**config.mk**
```make
export PLATFORM = sky130hd
export DESIGN_NAME = axi_fault_injector
export DESIGN_NICKNAME = d
export VERILOG_FILES = /design/src/rtl/jtag_axi_pkg.sv /design/src/rtl/axi_fault_injector_gate.sv /design/src/rtl/axi_fault_injector.sv
export SDC_FILE = /design/constraint.sdc
export NUM_CORES = 1
export LEC_CHECK = 0
export BUFFER_PORTS_ARGS = -buffer_cell sky130_fd_sc_hd__buf_2
export CORE_AREA = 3 3 190 192
export CTS_CLUSTER_SIZE = 16
export DETAILED_ROUTE_END_ITERATION = 16
export DIE_AREA = 0 0 193 195
export GPL_ROUTABILITY_DRIVEN = 1
export PLACE_DENSITY = 0.56
export SLEW_MARGIN = 0
export SYNTH_ARGS = -nofsm -noshare
export SYNTH_HDL_FRONTEND = slang
export SYNTH_SLANG_ARGS = --single-unit
export TNS_END_PERCENT = 50
```
**constraint.sdc**
```tcl
create_clock -name clk_axi -period 8.25 [get_ports clk_axi]
set_input_delay 1.65 -clock clk_axi [delete_from_list [all_inputs] [get_ports clk_axi]]
set_output_delay 1.65 -clock clk_axi [all_outputs]
set_load 0.01 [all_outputs]
```
**src/rtl/jtag_axi_pkg.sv**
```systemverilog
// Shared types for the JTAG-AXI path: AXI request/response bundles, the
// fault-injector channel indices, mode encoding and LFSR helpers.
package jtag_axi_pkg;

   localparam int ID_W   = 4;
   localparam int ADDR_W = 32;
   localparam int DATA_W = 32;

   // Channel order used by every per-channel vector of the fault injector.
   localparam int CH_AW  = 0;
   localparam int CH_W   = 1;
   localparam int CH_B   = 2;
   localparam int CH_AR  = 3;
   localparam int CH_R   = 4;
   localparam int NUM_CH = 5;

   localparam logic [1:0] RESP_OKAY   = 2'b00;
   localparam logic [1:0] RESP_SLVERR = 2'b10;

   // Right-shifting Galois form of x^16 + x^14 + x^13 + x^11 + 1.
   localparam logic [15:0] LFSR_TAPS = 16'hB400;

   typedef enum logic [1:0] {
      PASS  = 2'd0,
      BLOCK = 2'd1,
      FIXED = 2'd2,
      RAND  = 2'd3
   } fault_mode_t;

   typedef enum logic [1:0] {
      S_IDLE = 2'd0,
      S_WAIT = 2'd1,
      S_OPEN = 2'd2
   } gate_state_t;

   // Master -> slave direction of all five channels.
   typedef struct packed {
      logic [ID_W-1:0]     aw_id;
      logic [ADDR_W-1:0]   aw_addr;
      logic [7:0]          aw_len;
      logic [2:0]          aw_size;
      logic [1:0]          aw_burst;
      logic                aw_valid;
      logic [DATA_W-1:0]   w_data;
      logic [DATA_W/8-1:0] w_strb;
      logic                w_last;
      logic                w_valid;
      logic                b_ready;
      logic [ID_W-1:0]     ar_id;
      logic [ADDR_W-1:0]   ar_addr;
      logic [7:0]          ar_len;
      logic [2:0]          ar_size;
      logic [1:0]          ar_burst;
      logic                ar_valid;
      logic                r_ready;
   } s_axi_mosi_t;

   // Slave -> master direction of all five channels.
   typedef struct packed {
      logic                aw_ready;
      logic                w_ready;
      logic [ID_W-1:0]     b_id;
      logic [1:0]          b_resp;
      logic                b_valid;
      logic                ar_ready;
      logic [ID_W-1:0]     r_id;
      logic [DATA_W-1:0]   r_data;
      logic [1:0]          r_resp;
      logic                r_last;
      logic                r_valid;
   } s_axi_miso_t;

   // Random byte for channel ch: LFSR rotated left by 3*ch, low 8 bits.
   // Rotating decorrelates the channels while sharing a single LFSR.
   function automatic logic [7:0] lfsr_slice(input logic [15:0] lfsr,
                                             input int unsigned ch);
      logic [15:0] rot;
      rot = (lfsr << (3 * ch)) | (lfsr >> (16 - 3 * ch));
      return rot[7:0];
   endfunction

endpackage

```
**src/rtl/axi_fault_injector_gate.sv**
```systemverilog
// axi_fault_gate: valid/ready gate for one AXI channel.
//   up_valid / up_ready   : handshake toward the channel's source
//   dn_valid / dn_ready   : handshake toward the channel's sink
//   mode, stall_cycles,
//   thresh, rand_byte     : fault configuration (mode sampled in IDLE/WAIT)
//   cnt_clr               : clear the stall statistic
//   stall_active          : source is presenting a beat that the gate holds
//   stall_cnt             : saturating count of stall_active cycles
// Once the gate opens it stays open until the beat handshakes, so a valid
// that has been shown downstream is never withdrawn.
module axi_fault_gate
   import jtag_axi_pkg::*;
#(
   parameter int STALL_W = 8,
   parameter int CNT_W   = 16
) (
   input  logic               clk_axi,
   input  logic               ares_axi,
   input  fault_mode_t        mode,
   input  logic [STALL_W-1:0] stall_cycles,
   input  logic [7:0]         thresh,
   input  logic [7:0]         rand_byte,
   input  logic               cnt_clr,
   input  logic               up_valid,
   input  logic               dn_ready,
   output logic               dn_valid,
   output logic               up_ready,
   output logic               stall_active,
   output logic [CNT_W-1:0]   stall_cnt
);

   gate_state_t        state_q, state_d;
   logic [STALL_W-1:0] wait_q, wait_d;
   logic               gate_open;
   logic               rand_pass;

   assign rand_pass = (rand_byte >= thresh);

   always_comb begin
      // NOTE: every output of this block is defaulted first so no path
      // leaves a variable unassigned and infers a latch.
      state_d   = state_q;
      wait_d    = wait_q;
      gate_open = 1'b0;
      case (state_q)
         S_IDLE: begin
            if (up_valid) begin
               case (mode)
                  PASS:  gate_open = 1'b1;
                  FIXED: begin
                     if (stall_cycles == '0) begin
                        gate_open = 1'b1;
                     end else begin
                        // This cycle is the first stall, so N-1 remain.
                        wait_d  = stall_cycles - 1'b1;
                        state_d = S_WAIT;
                     end
                  end
                  RAND: begin
                     if (rand_pass) gate_open = 1'b1;
                     else           state_d   = S_WAIT;
                  end
                  default: state_d = S_WAIT;   // BLOCK
               endcase
            end
         end
         S_WAIT: begin
            case (mode)
               PASS:  gate_open = 1'b1;
               FIXED: begin
                  if (wait_q == '0) gate_open = 1'b1;
                  else              wait_d    = wait_q - 1'b1;
               end
               RAND:    gate_open = rand_pass;
               default: gate_open = 1'b0;      // BLOCK
            endcase
         end
         S_OPEN:  gate_open = 1'b1;
         default: state_d = S_IDLE;
      endcase
      // An open gate either completes the beat now or holds open for it.
      if (gate_open) begin
         state_d = (up_valid && dn_ready) ? S_IDLE : S_OPEN;
      end
   end

   assign dn_valid     = up_valid & gate_open;
   assign up_ready     = dn_ready & gate_open;
   assign stall_active = up_valid & ~gate_open;

   // NOTE: sequential state uses non-blocking assignments so every flop
   // samples pre-edge values regardless of evaluation order.
   always_ff @(posedge clk_axi or negedge ares_axi) begin
      if (!ares_axi) begin
         state_q   <= S_IDLE;
         wait_q    <= '0;
         stall_cnt <= '0;
      end else begin
         state_q <= state_d;
         wait_q  <= wait_d;
         if (cnt_clr) begin
            stall_cnt <= '0;
         end else if (stall_active && (stall_cnt != '1)) begin
            stall_cnt <= stall_cnt + 1'b1;
         end
      end
   end

endmodule

```
**src/rtl/axi_fault_injector.sv**
```systemverilog
// axi_fault_injector: protocol-safe stall/fault injector between an AXI
// master and its slave.
//   m_mosi_i / m_miso_o : master-side request in, response out
//   s_mosi_o / s_miso_i : slave-side request out, response in
//   cfg_mode_i          : per-channel fault_mode_t (AW,W,B,AR,R = 0..4)
//   cfg_stall_i         : FIXED-mode stall cycles per beat
//   cfg_thresh_i        : RAND-mode threshold (beat passes if rand >= thresh)
//   cfg_berr_arm_i      : pulse, next B response returns SLVERR
//   cfg_rerr_arm_i      : pulse, next R burst returns SLVERR on every beat
//   cfg_clr_i           : pulse, clear stall counters
//   stall_active_o      : per-channel stall this cycle
//   stall_cnt_o         : per-channel saturating stall counters
//   berr_pend_o/rerr_pend_o : error injection armed
module axi_fault_injector
   import jtag_axi_pkg::*;
#(
   parameter int          STALL_W   = 8,
   parameter int          CNT_W     = 16,
   parameter logic [15:0] LFSR_SEED = 16'hACE1
) (
   input  logic                         clk_axi,
   input  logic                         ares_axi,
   input  s_axi_mosi_t                  m_mosi_i,
   output s_axi_miso_t                  m_miso_o,
   output s_axi_mosi_t                  s_mosi_o,
   input  s_axi_miso_t                  s_miso_i,
   input  logic [NUM_CH-1:0][1:0]       cfg_mode_i,
   input  logic [STALL_W-1:0]           cfg_stall_i,
   input  logic [7:0]                   cfg_thresh_i,
   input  logic                         cfg_berr_arm_i,
   input  logic                         cfg_rerr_arm_i,
   input  logic                         cfg_clr_i,
   output logic [NUM_CH-1:0]            stall_active_o,
   output logic [NUM_CH-1:0][CNT_W-1:0] stall_cnt_o,
   output logic                         berr_pend_o,
   output logic                         rerr_pend_o
);

   logic [15:0]       lfsr_q;
   logic [NUM_CH-1:0] up_valid, dn_ready, dn_valid, up_ready;
   logic              berr_pend_q, rerr_pend_q;
   logic              rerr_lock_q;   // corrupted burst is in flight
   logic              r_mid_q;       // master-side R burst is in flight
   logic              b_hs, r_hs, r_corrupt;

   // B and R flow slave -> master; the rest flow master -> slave.
   assign up_valid[CH_AW] = m_mosi_i.aw_valid;
   assign up_valid[CH_W]  = m_mosi_i.w_valid;
   assign up_valid[CH_B]  = s_miso_i.b_valid;
   assign up_valid[CH_AR] = m_mosi_i.ar_valid;
   assign up_valid[CH_R]  = s_miso_i.r_valid;
   assign dn_ready[CH_AW] = s_miso_i.aw_ready;
   assign dn_ready[CH_W]  = s_miso_i.w_ready;
   assign dn_ready[CH_B]  = m_mosi_i.b_ready;
   assign dn_ready[CH_AR] = s_miso_i.ar_ready;
   assign dn_ready[CH_R]  = m_mosi_i.r_ready;

   for (genvar g = 0; g < NUM_CH; g++) begin : g_gate
      axi_fault_gate #(
         .STALL_W (STALL_W),
         .CNT_W   (CNT_W)
      ) u_gate (
         .clk_axi      (clk_axi),
         .ares_axi     (ares_axi),
         .mode         (fault_mode_t'(cfg_mode_i[g])),
         .stall_cycles (cfg_stall_i),
         .thresh       (cfg_thresh_i),
         .rand_byte    (lfsr_slice(lfsr_q, g)),
         .cnt_clr      (cfg_clr_i),
         .up_valid     (up_valid[g]),
         .dn_ready     (dn_ready[g]),
         .dn_valid     (dn_valid[g]),
         .up_ready     (up_ready[g]),
         .stall_active (stall_active_o[g]),
         .stall_cnt    (stall_cnt_o[g])
      );
   end

   assign b_hs = dn_valid[CH_B] & m_mosi_i.b_ready;
   assign r_hs = dn_valid[CH_R] & m_mosi_i.r_ready;
   // A burst is corrupted only if its first beat arrives while armed.
   assign r_corrupt = rerr_pend_q & (rerr_lock_q | ~r_mid_q);

   always_ff @(posedge clk_axi or negedge ares_axi) begin
      if (!ares_axi) begin
         lfsr_q      <= LFSR_SEED;
         berr_pend_q <= 1'b0;
         rerr_pend_q <= 1'b0;
         rerr_lock_q <= 1'b0;
         r_mid_q     <= 1'b0;
      end else begin
         lfsr_q <= {1'b0, lfsr_q[15:1]} ^ (lfsr_q[0] ? LFSR_TAPS : 16'h0000);

         // Arm pulses while already pending are dropped.
         if (berr_pend_q) begin
            if (b_hs) berr_pend_q <= 1'b0;
         end else if (cfg_berr_arm_i) begin
            berr_pend_q <= 1'b1;
         end

         if (rerr_pend_q) begin
            if (r_hs && r_corrupt) begin
               rerr_lock_q <= ~m_miso_o.r_last;
               if (m_miso_o.r_last) rerr_pend_q <= 1'b0;
            end
         end else if (cfg_rerr_arm_i) begin
            rerr_pend_q <= 1'b1;
         end

         if (r_hs) r_mid_q <= ~m_miso_o.r_last;
      end
   end

   always_comb begin
      s_mosi_o          = m_mosi_i;
      s_mosi_o.aw_valid = dn_valid[CH_AW];
      s_mosi_o.w_valid  = dn_valid[CH_W];
      s_mosi_o.ar_valid = dn_valid[CH_AR];
      s_mosi_o.b_ready  = up_ready[CH_B];
      s_mosi_o.r_ready  = up_ready[CH_R];

      m_miso_o          = s_miso_i;
      m_miso_o.aw_ready = up_ready[CH_AW];
      m_miso_o.w_ready  = up_ready[CH_W];
      m_miso_o.ar_ready = up_ready[CH_AR];
      m_miso_o.b_valid  = dn_valid[CH_B];
      m_miso_o.r_valid  = dn_valid[CH_R];
      if (berr_pend_q) m_miso_o.b_resp = RESP_SLVERR;
      if (r_corrupt)   m_miso_o.r_resp = RESP_SLVERR;
   end

   assign berr_pend_o = berr_pend_q;
   assign rerr_pend_o = rerr_pend_q;

endmodule

```
==> impl_metrics.toml <==
[floorplan]
fp.coreArea_mm2 = 0.0345
initial_core_util = 0.322
rows = 68
die_w_um = 193
floorplan.die_area_mm2 = 0.0376
ios = 498
die_h_um = 195

[synth]
number_of_enable_flip_flop_cells_after_synthesis = 0
synth_nets = 1579
synthArstFlopShare = 1.00
synth.top_cell.area_share = 0.319
synth_top_cells_by_count = "192 x buf_4, 142 x dfrtp_1, 113 x nor2_1"
yosysSeqAreaShare = 0.338
yosys.area.top_type = "dfrtp_1"
ys_seq_elements = 150
synth-warning-count = 0
postSynthAreaPerCell_um2 = 8.66
number_of_distinct_library_cells_after_synthesis = 82
synthesized_cell_area_mm2 = 0.0111
synth.area.top_cells = "dfrtp_1 32%, buf_4 13%, ha_1 8.0%"
postSynth.topFlopCell = "dfrtp_1"
syn-instance-count = 1287
yosys.cell_count.top_type = "buf_4"

[sta]
max_slew.worst_pin.slew_ns = 1.04
clock-skew-final_ns = 0.0101
final_max_slew_viol_count = 0
tns_ns = 0
post-route-min-period_ns = 5.99
final-setup-viol-count = 0
part_of_the_cycle_the_worst_path_needs = 0.726
final-hold-violation-count = 0
worst_slew_margin_rel = 0.310
worst_slack_ns = 2.26
grt_setup_unrepaired = "no"
timing.fmax_ghz = 0.167

[critical_path]
worstSetupPathType = "in -> out"
timing.critical_path.arrival_ns = 4.34
cp_data_required_time_ns = 6.60
crit_path_end_kind = "output port"
critPathMaxFanout = 22
startpoint_type = "input pin"

[routing]
route.detailed.wl_per_inst_um = 17.6
dr.first_iter.drc_count = 485
drt_first_pass_iters = 5
detail_route.vias_per_cell = 5.15
total_wire_length_after_detailed_routing_mm = 29.6
dr_total_vias = 8693
drc_errors = 0
antenna_left = 0

[power_and_ir_drop]
switching_share = 0.377
power_frac_comb = 0.314
p_int_mw = 1.68
share_clk_of_total_power = 0.308
powerDensity_mw_per_mm2 = 235
irDropWorstVdd_mv = 0.118
p_leak_nw = 5.14
totalPowerFinal_mw = 2.69
total_switching_power_mw = 1.01
share_seq_of_total_power = 0.378

[global_route]
grt_antenna_before_repair = 2
number_of_global_route_vias_before_repair = 8508
globalRouteTotalUtil = 0.158
grt_remaining_overflow = 0
grt_max_degree = 94
grt_first_pass_wirelength_mm = 46.9

[cts]
cts_htree_levels = 4
cts-root-to-sink-buffers = 2
post_cts_resize_count = 0
tritoncts = "done"
clk_latency_ns = 0.45
total_number_of_clock_tree_sinks = 150
post_cts_buffers = 0
clkSlewWorstSetupHoldPaths_ns = 0.06
tritoncts.num_buffers = 17
clock-root-buffer = "clkbuf_16"
number_of_hold_buffers_added_after_cts = 0

[final_layout]
layout.filler_cells = 3644
ff_latch_area_mm2 = 0.00376
finalNetCount = 1512
multi_input_area_mm2 = 0.00555
final_area_mm2 = 0.0115
inserted_diodes = 0
areaGrowthSynthToFinish_pct = 2.85
finish.cell_count_without_fillers = 1688
fraction_of_layout_instances_using_a_drive_strength_above_1 = 0.184

[place]
count_of_buffers_inserted_at_the_top_level_ports = 147
dp_worst_setup_slack_ns = 2.26
replace_congestion = 0.820
dpl.hpwl_mm = 21.9
dp.cells = 1656
placedInstanceArea_mm2 = 0.0109

[run]
drv_cap = 0

[run_status]
run_status = "finished clean"

[min_path]
hold_wc_path_type = "reg -> reg"
==> worst paths after layout <==
check | slack [ns] | to | startpoint | depth (start not counted)
max reg2reg | 4.19 | rerr_lock_q | g_gate[4].u_gate.state_q[1] | 9
min in group asynchronous | 1.30 | g_gate[2].u_gate.stall_cnt[14] | ares_axi | 1
min reg2reg | 0.40 | lfsr_q[5] | lfsr_q[6] | 0
max | 2.26 | m_miso_o[0] | cfg_stall_i[0] | 9
max in group asynchronous | 5.55 | g_gate[0].u_gate.wait_q[4] | ares_axi | 2
min | 0.40 | lfsr_q[5] | lfsr_q[6] | 0
==> final cells by class <==
cell class              count  share of cell area
well taps                 455              0.0497
clock buffers              17              0.0371
multi-input cells         846               0.485
flip-flops and latches    150               0.328
inverters                  55              0.0180
clock inverters            15              0.0152
repair buffers            150              0.0667
==> logic make-up after synthesis <==
group	after synthesis	synth area share
XOR/XNOR	60	0.0472
flip-flops	150	0.338
multiplexers	16	0.0152
AO/OA/AOI/OAI	247	0.143
AND/OR/NAND/NOR	452	0.213
buffers and inverters	291	0.164
adder cells (fa/ha/maj)	71	0.0797
==> placed cells by master, fill, tap and decap left out, types with 6 or more instances in the layout <==
cell type  instances
nand4_1           18
ha_1              71
and3_1            17
nor4b_1            6
nor2_1           113
or2_2              7
o21ai_0           76
o22ai_1           16
nor3_1            33
buf_2            146
dfrtp_1          142
clkbuf_16         17
mux2i_1            9
nor2b_1           22
nand3_1           42
or4_1              9
a21oi_1           64
and2_1            13
nand2b_1          14
nand2_1           85
nor4_1            24
and4_1            10
a31oi_1           10
inv_1             54
o31ai_1            7
xor2_1            39
dfstp_2            8
xnor2_1           21
or3_1             13
==> power groups by stage <==
stage | Sequential, mW | Combinational [mW] | Clock (mW)
3_5_place_dp | 1.03 | 0.852 | 0
2_1_floorplan | 1.00 | 0.735 | 0
6_report | 1.02 | 0.845 | 0.830
3_3_place_gp | 1.02 | 0.832 | 0
4_1_cts | 1.02 | 0.855 | 0.855
5_1_grt | 1.04 | 0.962 | 0.885
==> registers in the layout, indices dropped and copies added (netlist names) <==
register and count:
rerr_lock_q 1, g_gate.u_gate.state_q 10, berr_pend_o 1, g_gate.u_gate.stall_cnt 80, rerr_pend_o 1, r_mid_q 1, lfsr_q 16, g_gate.u_gate.wait_q 40
==> metal layers <==
layer | wire length [um] | vias up | global-route usage | share of wire
li1 | - | 4195 | - | -
met1 | 12600 | 4190 | 0.197 | 0.43
met2 | 14100 | 210 | 0.256 | 0.48
met3 | 1840 | 94 | 0.0429 | 0.062
met4 | 1010 | 4 | 0.0643 | 0.034
met5 | 34 | - | 0 | 0.0011
==> critical path, cell delays in order <==
cell and delay [ns]:
buf_2 0.13, inv_1 0.13, ha_1 0.19, or3b_1 0.54, nor4_1 0.39, a311oi_1 0.11, o22ai_2 0.84, and2_1 0.23
buf_2 0.12
==> per-stage QoR <==
stage	utilization	hold WS, ns
after global placement	0.314	0.383
after floorplan	-	0.364
after detailed placement	0.314	0.386
final	0.332	0.396
after global routing	0.332	0.398
after CTS	0.332	0.397
No activity file was read; power rests on OpenSTA's default activity.
